[config.mk]
export PLATFORM = sky130hd
export DESIGN_NAME = phase_deg_calc
export DESIGN_NICKNAME = d
export VERILOG_FILES = /design/src/rtl/phase_deg_calc.sv
export SDC_FILE = /design/constraint.sdc
export NUM_CORES = 1
export LEC_CHECK = 0
export ABC_CLOCK_PERIOD_IN_PS = 5300
export BUFFER_PORTS_ARGS = -buffer_cell sky130_fd_sc_hd__buf_4
export CORE_MARGIN = 2
export CORE_UTILIZATION = 60
export CTS_CLUSTER_DIAMETER = 60
export CTS_CLUSTER_SIZE = 25
export DETAILED_ROUTE_END_ITERATION = 12
export PLACE_DENSITY = 0.91
export SLEW_MARGIN = 20
export SYNTH_ARGS = -nofsm -noshare
export SYNTH_HDL_FRONTEND = slang
export SYNTH_SLANG_ARGS = --single-unit
[constraint.sdc]
create_clock -name sys_clk -period 5.3 [get_ports sys_clk]
set_clock_uncertainty 0.2 [all_clocks]
set_input_delay 1.06 -clock sys_clk [delete_from_list [all_inputs] [get_ports sys_clk]]
set_output_delay 1.06 -clock sys_clk [all_outputs]
set_load 0.005 [all_outputs]
[src/rtl/phase_deg_calc.sv]
// Converts a phase-difference count and gate-window count into 0.1 degree units
// using a one-bit-per-clock restoring divider. Optional rounding: PHASE_ROUND_EN.
//
// state | meaning
// IDLE  | waiting for in_valid, inputs captured on acceptance
// LOAD  | build dividend phase_cnt*3600, set up divisor and iteration count
// DIV   | one quotient bit per clock, DIV_W clocks
// DONE  | result registered, out_valid high
module phase_deg_calc #(
    parameter int CNT_W = 32,
    parameter int OUT_W = 12
) (
    input  logic             sys_clk,
    input  logic             rst_n,
    input  logic             in_valid,
    input  logic [CNT_W-1:0] phase_cnt,
    input  logic [CNT_W-1:0] ref_cnt,
    output logic             busy,
    output logic             out_valid,
    output logic [OUT_W-1:0] phase_deg10,
    output logic             div_err,
    output logic             range_err
);

    localparam int DIV_W = CNT_W + 13;
    localparam int REM_W = CNT_W + 1;
    localparam int IT_W  = $clog2(DIV_W);
    localparam logic [OUT_W-1:0] DEG_MAX = OUT_W'(3599);

    typedef enum logic [1:0] {IDLE, LOAD, DIV, DONE} state_t;

    state_t           state, state_nxt;
    logic [CNT_W-1:0] phase_q, ref_q;
    logic [DIV_W-1:0] dq;
    logic [REM_W-1:0] rem;
    logic [IT_W-1:0]  iter;
    logic             div_err_q, range_err_q;

    logic             capture, last_step;
    logic [DIV_W-1:0] phase_ext, dividend;
    logic [REM_W-1:0] rem_sh, rem_nxt;
    logic             rem_ge;
    logic [DIV_W-1:0] dq_nxt;
    logic [OUT_W-1:0] result;

    always_ff @(posedge sys_clk or negedge rst_n) begin
        if (!rst_n) state <= IDLE;
        else        state <= state_nxt;
    end

    always_comb begin
        state_nxt = state;
        unique case (state)
            IDLE: if (in_valid) state_nxt = LOAD;
            LOAD: state_nxt = DIV;
            DIV:  if (iter == '0) state_nxt = DONE;
            DONE: state_nxt = IDLE;
            default: state_nxt = IDLE;
        endcase
    end

    always_comb begin
        busy      = (state != IDLE);
        capture   = (state == IDLE) && in_valid;
        last_step = (state == DIV) && (iter == '0);
    end

    // 3600 = 2048 + 1024 + 512 + 16
    always_comb begin
        phase_ext = {{(DIV_W-CNT_W){1'b0}}, phase_q};
        dividend  = (phase_ext << 11) + (phase_ext << 10) + (phase_ext << 9) + (phase_ext << 4);
`ifdef PHASE_ROUND_EN
        dividend  = dividend + {{(DIV_W-CNT_W+1){1'b0}}, ref_q[CNT_W-1:1]};
`endif
    end

    // Remainder stays below the divisor, so dropping its MSB on the shift loses nothing.
    always_comb begin
        rem_sh  = {rem[REM_W-2:0], dq[DIV_W-1]};
        rem_ge  = (rem_sh >= {1'b0, ref_q});
        rem_nxt = rem_ge ? (rem_sh - {1'b0, ref_q}) : rem_sh;
        dq_nxt  = {dq[DIV_W-2:0], rem_ge};
    end

    always_comb begin
        result = dq_nxt[OUT_W-1:0];
`ifdef PHASE_ROUND_EN
        if (dq_nxt == DIV_W'(3600)) result = '0;
`endif
        if (div_err_q)        result = '0;
        else if (range_err_q) result = DEG_MAX;
    end

    always_ff @(posedge sys_clk or negedge rst_n) begin
        if (!rst_n) begin
            phase_q     <= '0;
            ref_q       <= '0;
            dq          <= '0;
            rem         <= '0;
            iter        <= '0;
            div_err_q   <= 1'b0;
            range_err_q <= 1'b0;
        end else begin
            if (capture) begin
                phase_q <= phase_cnt;
                ref_q   <= ref_cnt;
            end
            if (state == LOAD) begin
                dq          <= dividend;
                rem         <= '0;
                iter        <= IT_W'(DIV_W - 1);
                div_err_q   <= (ref_q == '0);
                range_err_q <= (ref_q != '0) && (phase_q >= ref_q);
            end else if (state == DIV) begin
                dq   <= dq_nxt;
                rem  <= rem_nxt;
                iter <= iter - 1'b1;
            end
        end
    end

    // Result registers hold until the next conversion completes.
    always_ff @(posedge sys_clk or negedge rst_n) begin
        if (!rst_n) begin
            out_valid   <= 1'b0;
            phase_deg10 <= '0;
            div_err     <= 1'b0;
            range_err   <= 1'b0;
        end else begin
            out_valid <= last_step;
            if (last_step) begin
                phase_deg10 <= result;
                div_err     <= div_err_q;
                range_err   <= range_err_q;
            end
        end
    end

endmodule

==> results of run 1 <==
==> state kept, by name (all words and copies together) (netlist names) <==
signal       flops
div_err_q        1
div_err          1
range_err        1
range_err_q      1
ref_q           32
out_valid        1
state            2
iter             6
dq              45
rem             32
phase_deg10     12
phase_q         32
==> cell type report <==
| cell class | count | area [µm²] |
|---|---|---|
| inverters | 169 | 634 |
| multi-input cells | 940 | 7690 |
| flip-flops and latches | 166 | 4150 |
| well taps | 275 | 344 |
| clock inverters | 14 | 184 |
| clock buffers | 18 | 429 |
| fillers | 1477 | 6720 |
| repair buffers | 93 | 734 |
==> worst max-delay path, cell delays in order (launching register included) <==
cell	delay [ps]
dfrtp_1	400
inv_1	230
fa_1	510
fa_1	540
inv_1	50
ha_1	360
a21o_1	190
a211o_1	320
a2111oi_0	460
o21ai_1	190
and2_1	220
a22oi_2	240
o21ai_1	150
a31oi_1	300
nand2b_1	160
a221oi_1	80
==> metal layers <==
layer	global-route usage [%]	up-vias	share of wire (%)
li1	-	4709	-
met1	37.9	5028	40
met2	47.3	520	47
met3	5.30	123	7.4
met4	15.2	0	5.1
met5	0	-	0
==> worst paths after layout <==
kind	start	endpoint	slack, ps	depth (start not counted)
max in group asynchronous	rst_n	phase_q[0]	3420	3
setup / recovery	phase_q[10]	dq[44]	550	15
min in group asynchronous	rst_n	dq[16]	330	1
hold / removal	range_err	range_err	280	2
hold reg to reg	range_err	range_err	280	2
setup reg to reg	phase_q[10]	dq[44]	550	15
==> metrics by stage <==
step	cell area [µm²]	worst slack [ps]	std cells
floorplan	12700	1210	1319
global placement	13500	920	1642
detailed placement	13500	705	1642
CTS	14100	617	1674
global route	14200	299	1675
finish	14200	549	1675
==> layout by cell type (no fill, tap or decap), types with 7 or more instances in the layout <==
| cell | instances |
|---|---|
| o31ai_1 | 9 |
| o21ai_1 | 18 |
| o22ai_1 | 29 |
| buf_4 | 90 |
| xor2_1 | 22 |
| nand3_1 | 16 |
| fa_1 | 59 |
| mux2_2 | 67 |
| o21ai_0 | 34 |
| xnor2_1 | 36 |
| nor2b_1 | 15 |
| a21o_1 | 42 |
| nor2_1 | 90 |
| nor4_1 | 9 |
| a31oi_1 | 11 |
| mux2i_1 | 54 |
| nand2_1 | 86 |
| dfrtp_1 | 166 |
| ha_1 | 110 |
| and3_1 | 10 |
| inv_1 | 169 |
| o21bai_1 | 7 |
| a21oi_1 | 112 |
| clkbuf_16 | 17 |
| nand4_1 | 16 |
==> cells by family after synthesis <==
group                    count (synthesis)
AO/OA/AOI/OAI                          309
XOR/XNOR                                58
adder cells (fa/ha/maj)                171
buffers and inverters                  213
flip-flops                             166
multiplexers                           121
AND/OR/NAND/NOR                        281
==> results.py, run 1 <==
metrics = {
    "clock_network": {
        "hold_buffers": 0,
        "clk_path_buf_depth": 2,
        "post-cts-setup-buffer-count": 0,
        "numCtsBuffers": 17,
        "htreeDepth": 4,
        "clkSinkCount": 166,
        "cts-resized-gates": 0,
        "path_clk_slew_ps": 70,
        "cts-root-buf": "clkbuf_16",
        "clk_latency_ps": 450,
        "cts_tree": "built",
    },
    "yosys": {
        "yosysTopAreaCellShare_pct": 32.7,
        "synth_edf_count": 0,
        "synth_top_family_by_area": "adder cells",
        "synth_area_leader_cell": "dfrtp_1",
        "yosys.cell_count.top_type": "inv_1",
        "synthArstFlopShare_pct": 100,
        "synth_xor_area_share_pct": 4.00,
        "netlist_area_mm2": 0.0127,
        "avgSynthCellArea_um2": 9.63,
        "ys_seq_area_share_pct": 32.7,
        "syn_inst": 1319,
        "synth_simple_gate_area_share_pct": 10.4,
        "synth_compound_area_share_pct": 15.5,
        "synthMuxAreaShare_pct": 10.2,
        "synthTopCellsByArea": "dfrtp_1, ha_1, fa_1, mux2_2, inv_1",
        "synth_nets": 1557,
        "synth_common_cells": "inv_1, dfrtp_1, a21oi_1, ha_1, nor2_1",
        "synthAdderAreaFrac_pct": 20.3,
        "ys_seq_elements": 166,
        "yosysWarnings": 0,
        "synth_ff_type": "dfrtp_1",
        "synth.distinct_cells": 72,
    },
    "hold_path": {
        "hold_path_class": "flop to flop",
    },
    "route": {
        "via_per_inst": 6.20,
        "firstDrtPassIters": 7,
        "wl_mm": 31.8,
        "ant_nets": 0,
        "wl_per_cell_um": 19.0,
        "drt-initial-drc-count": 1075,
        "vias": 10380,
        "drc": 0,
    },
    "placed_design": {
        "place_hpwl_mm": 23.2,
        "port_buffers": 82,
        "place_congestion": 0.932,
    },
    "cells_and_area": {
        "postLayoutCoreUtil_pct": 67.8,
        "area_growth_pct": 11.5,
        "nets": 1625,
        "drive_above_1_share_pct": 15.4,
        "n_antenna_cell": 0,
    },
    "global_route": {
        "first_global_vias": 10330,
        "grt_max_degree": 107,
        "antenna_found_initial": 0,
        "grt_first_pass_wirelength_mm": 51.3,
        "grtUsageTotal_pct": 29.3,
        "grt-ovfl-total": 0,
    },
    "critical_path": {
        "critPathKind": "flop to flop",
        "critPathLaunchType": "flop",
        "crit_fanout": 5,
        "required_ps": 5380,
        "critPathCaptureType": "flop",
        "arrival_ps": 4830,
    },
    "die": {
        "die_x_um": 150,
        "initial_core_util_pct": 60.8,
        "core_mm2": 0.0209,
        "rows": 53,
        "num_io_pins": 83,
        "die-area_mm2": 0.0224,
        "die-height_um": 150,
    },
    "timing": {
        "finalCritPeriodShare_pct": 89.6,
        "fin_setup_tns_ps": 0,
        "slew_viol_final": 0,
        "clock.fmax_mhz": 210,
        "setup_violations": 0,
        "rsz0062_at_grt": "false",
        "period_minus_slack_ps": 4750,
        "holdWs_ps": 276,
        "tightest_slew_ps": 1010,
        "hold_viol_final": 0,
        "relSlewSlack_pct": 32.3,
    },
    "run": {
        "cap_violations": 0,
    },
    "run_status": {
        "status": "completed",
    },
}
Power of run 1 is not shown: default switching activity piles up to over one toggle a cycle in this logic, so the estimate is an artifact.
==> inputs of run 2 (changes only) <==
Settings changed: CORE_ASPECT_RATIO set to 0.5.
==> run 2 against run 1 <==
Against the previous run:
- hold slack improved by 18 ps
- global-route usage increased by 0.68 points
- non-clock buffer count is 2 lower
- register-to-register slack improved by 160 ps
- first-iteration DRC count shrank 20%
- cell area is 0.43% lower
- wire length is 1.6% higher
- fmax up 3.5%
- worst setup slack better by 160 ps
- sequential cell count stayed put
- critical path depth unchanged
==> results.py, run 2 (synthesized netlist as in run 1, its figures left out) <==
metrics = {
    "cells_and_area": {
        "final_cell_mix": "inv_1, dfrtp_1, a21oi_1",
        "area_growth_pct": 11.0,
        "largest_reg_flops": 45,
        "drive_above_1_share_pct": 15.4,
        "nets": 1623,
        "regMostFlops": "dq",
        "fin_cells": 1671,
        "fillers": 1462,
        "final_common_cell": "inv_1",
        "n_antenna_cell": 0,
    },
    "placed_design": {
        "place_congestion": 0.924,
        "placed_cells": 1638,
        "pre_cts_slack_ps": 724,
        "port_buffers": 82,
        "place_hpwl_mm": 24.3,
    },
    "run": {
        "cap_violations": 0,
    },
    "hold_path": {
        "hold_path_class": "flop to flop",
    },
    "clock_network": {
        "clkSinkCount": 166,
        "cts-resized-gates": 0,
        "path_clk_slew_ps": 80,
        "cts_tree": "built",
        "hold_buffers": 0,
        "cts-root-buf": "clkbuf_16",
        "numCtsBuffers": 17,
        "post-cts-setup-buffer-count": 0,
        "htreeDepth": 4,
        "clk_path_buf_depth": 2,
        "clk_latency_ps": 460,
    },
    "critical_path": {
        "r2r_setup_slack_ps": 710,
        "critPathKind": "flop to flop",
        "critPathCaptureType": "flop",
        "arrival_ps": 4690,
        "required_ps": 5400,
        "crit_family": "compound AO/OA/AOI/OAI gates",
        "critPathLaunchType": "flop",
        "cp_num_buf_inv": 2,
        "critPathMaxStageDelay_ps": 530,
        "crit_chain": "inv_1 -> fa_1 -> fa_1 -> inv_1 -> ha_1 -> a21o_1 -> a211o_1 -> a2111oi_0 -> o21ai_1 -> and2_1 -> a22oi_2 -> o21ai_1 -> a31oi_1 -> nand2b_1 -> a221oi_1",
        "crit_fanout": 5,
        "cp_slowest_cell": "fa_1",
    },
    "route": {
        "firstDrtPassIters": 6,
        "vias": 10055,
        "wl_per_cell_um": 19.3,
        "wl_mm": 32.3,
        "ant_nets": 0,
        "via_per_inst": 6.02,
        "drc": 0,
        "drt-initial-drc-count": 856,
    },
    "die": {
        "die_x_um": 210,
        "die-area_mm2": 0.0224,
        "rows": 37,
        "num_io_pins": 83,
        "die-height_um": 107,
        "initial_core_util_pct": 61.5,
        "core_mm2": 0.0206,
    },
    "timing": {
        "rsz0062_at_grt": "false",
        "finalCritPeriodShare_pct": 86.6,
        "tightest_slew_ps": 1010,
        "slew_viol_final": 0,
        "clock.fmax_mhz": 218,
        "setup_violations": 0,
        "relSlewSlack_pct": 32.7,
        "hold_viol_final": 0,
        "setup_ws_ps": 711,
        "period_minus_slack_ps": 4590,
        "fin_setup_tns_ps": 0,
    },
    "global_route": {
        "grt_first_pass_wirelength_mm": 52.3,
        "first_global_vias": 10132,
        "antenna_found_initial": 0,
        "grt-ovfl-total": 0,
        "grt_max_degree": 98,
        "grtUsageTotal_pct": 30.0,
    },
    "run_status": {
        "status": "completed",
    },
}
## run 2: worst register-to-register path, delay by kind of cell (launching register included)
| kind | cells | cell delay (ps) |
|---|---|---|
| flip-flops | 1 | 410 |
| buffers and inverters | 2 | 280 |
| AO/OA/AOI/OAI | 8 | 1840 |
| AND/OR/NAND/NOR | 2 | 340 |
| adder cells (fa/ha/maj) | 3 | 1360 |
## run 2: layer usage
| metal | routed length, µm | global-route usage, % | vias up |
|---|---|---|---|
| met4 | 1200 | 12.9 | 0 |
| li1 | - | - | 4682 |
| met5 | 0 | 0 | - |
| met3 | 2090 | 6.30 | 85 |
| met1 | 14400 | 40.3 | 4894 |
| met2 | 14600 | 47.8 | 394 |
## run 2: area by class of cell
type	instances	area, µm²	area share [%]
multi-input combinational	940	7690	54.5
sequential	166	4150	29.4
timing repair buffer	91	691	4.89
inverter	169	634	4.50
clock buffer	18	439	3.11
tap	273	342	2.42
clock inverter	14	159	1.13
## run 2: through the flow
stage	util, %	hold slack [ps]	cell area (µm²)
2_1_floorplan	-	270	12700
3_3_place_gp	65.4	263	13500
3_5_place_dp	65.4	270	13500
4_1_cts	68.3	299	14100
5_1_grt	68.3	325	14100
6_report	68.3	295	14100
## run 2: path summary, 6_finish.rpt
| kind | endpoint | cells past startpoint | startpoint |
|---|---|---|---|
| max | dq[44] | 15 | phase_q[8] |
| min | phase_deg10[2] | 2 | phase_deg10[2] |
| max reg2reg | dq[44] | 15 | phase_q[8] |
| min reg2reg | phase_deg10[2] | 2 | phase_deg10[2] |
| max in group asynchronous | dq[21] | 2 | rst_n |
| min in group asynchronous | rem[24] | 1 | rst_n |
Power of run 2 is left out for the same reason.
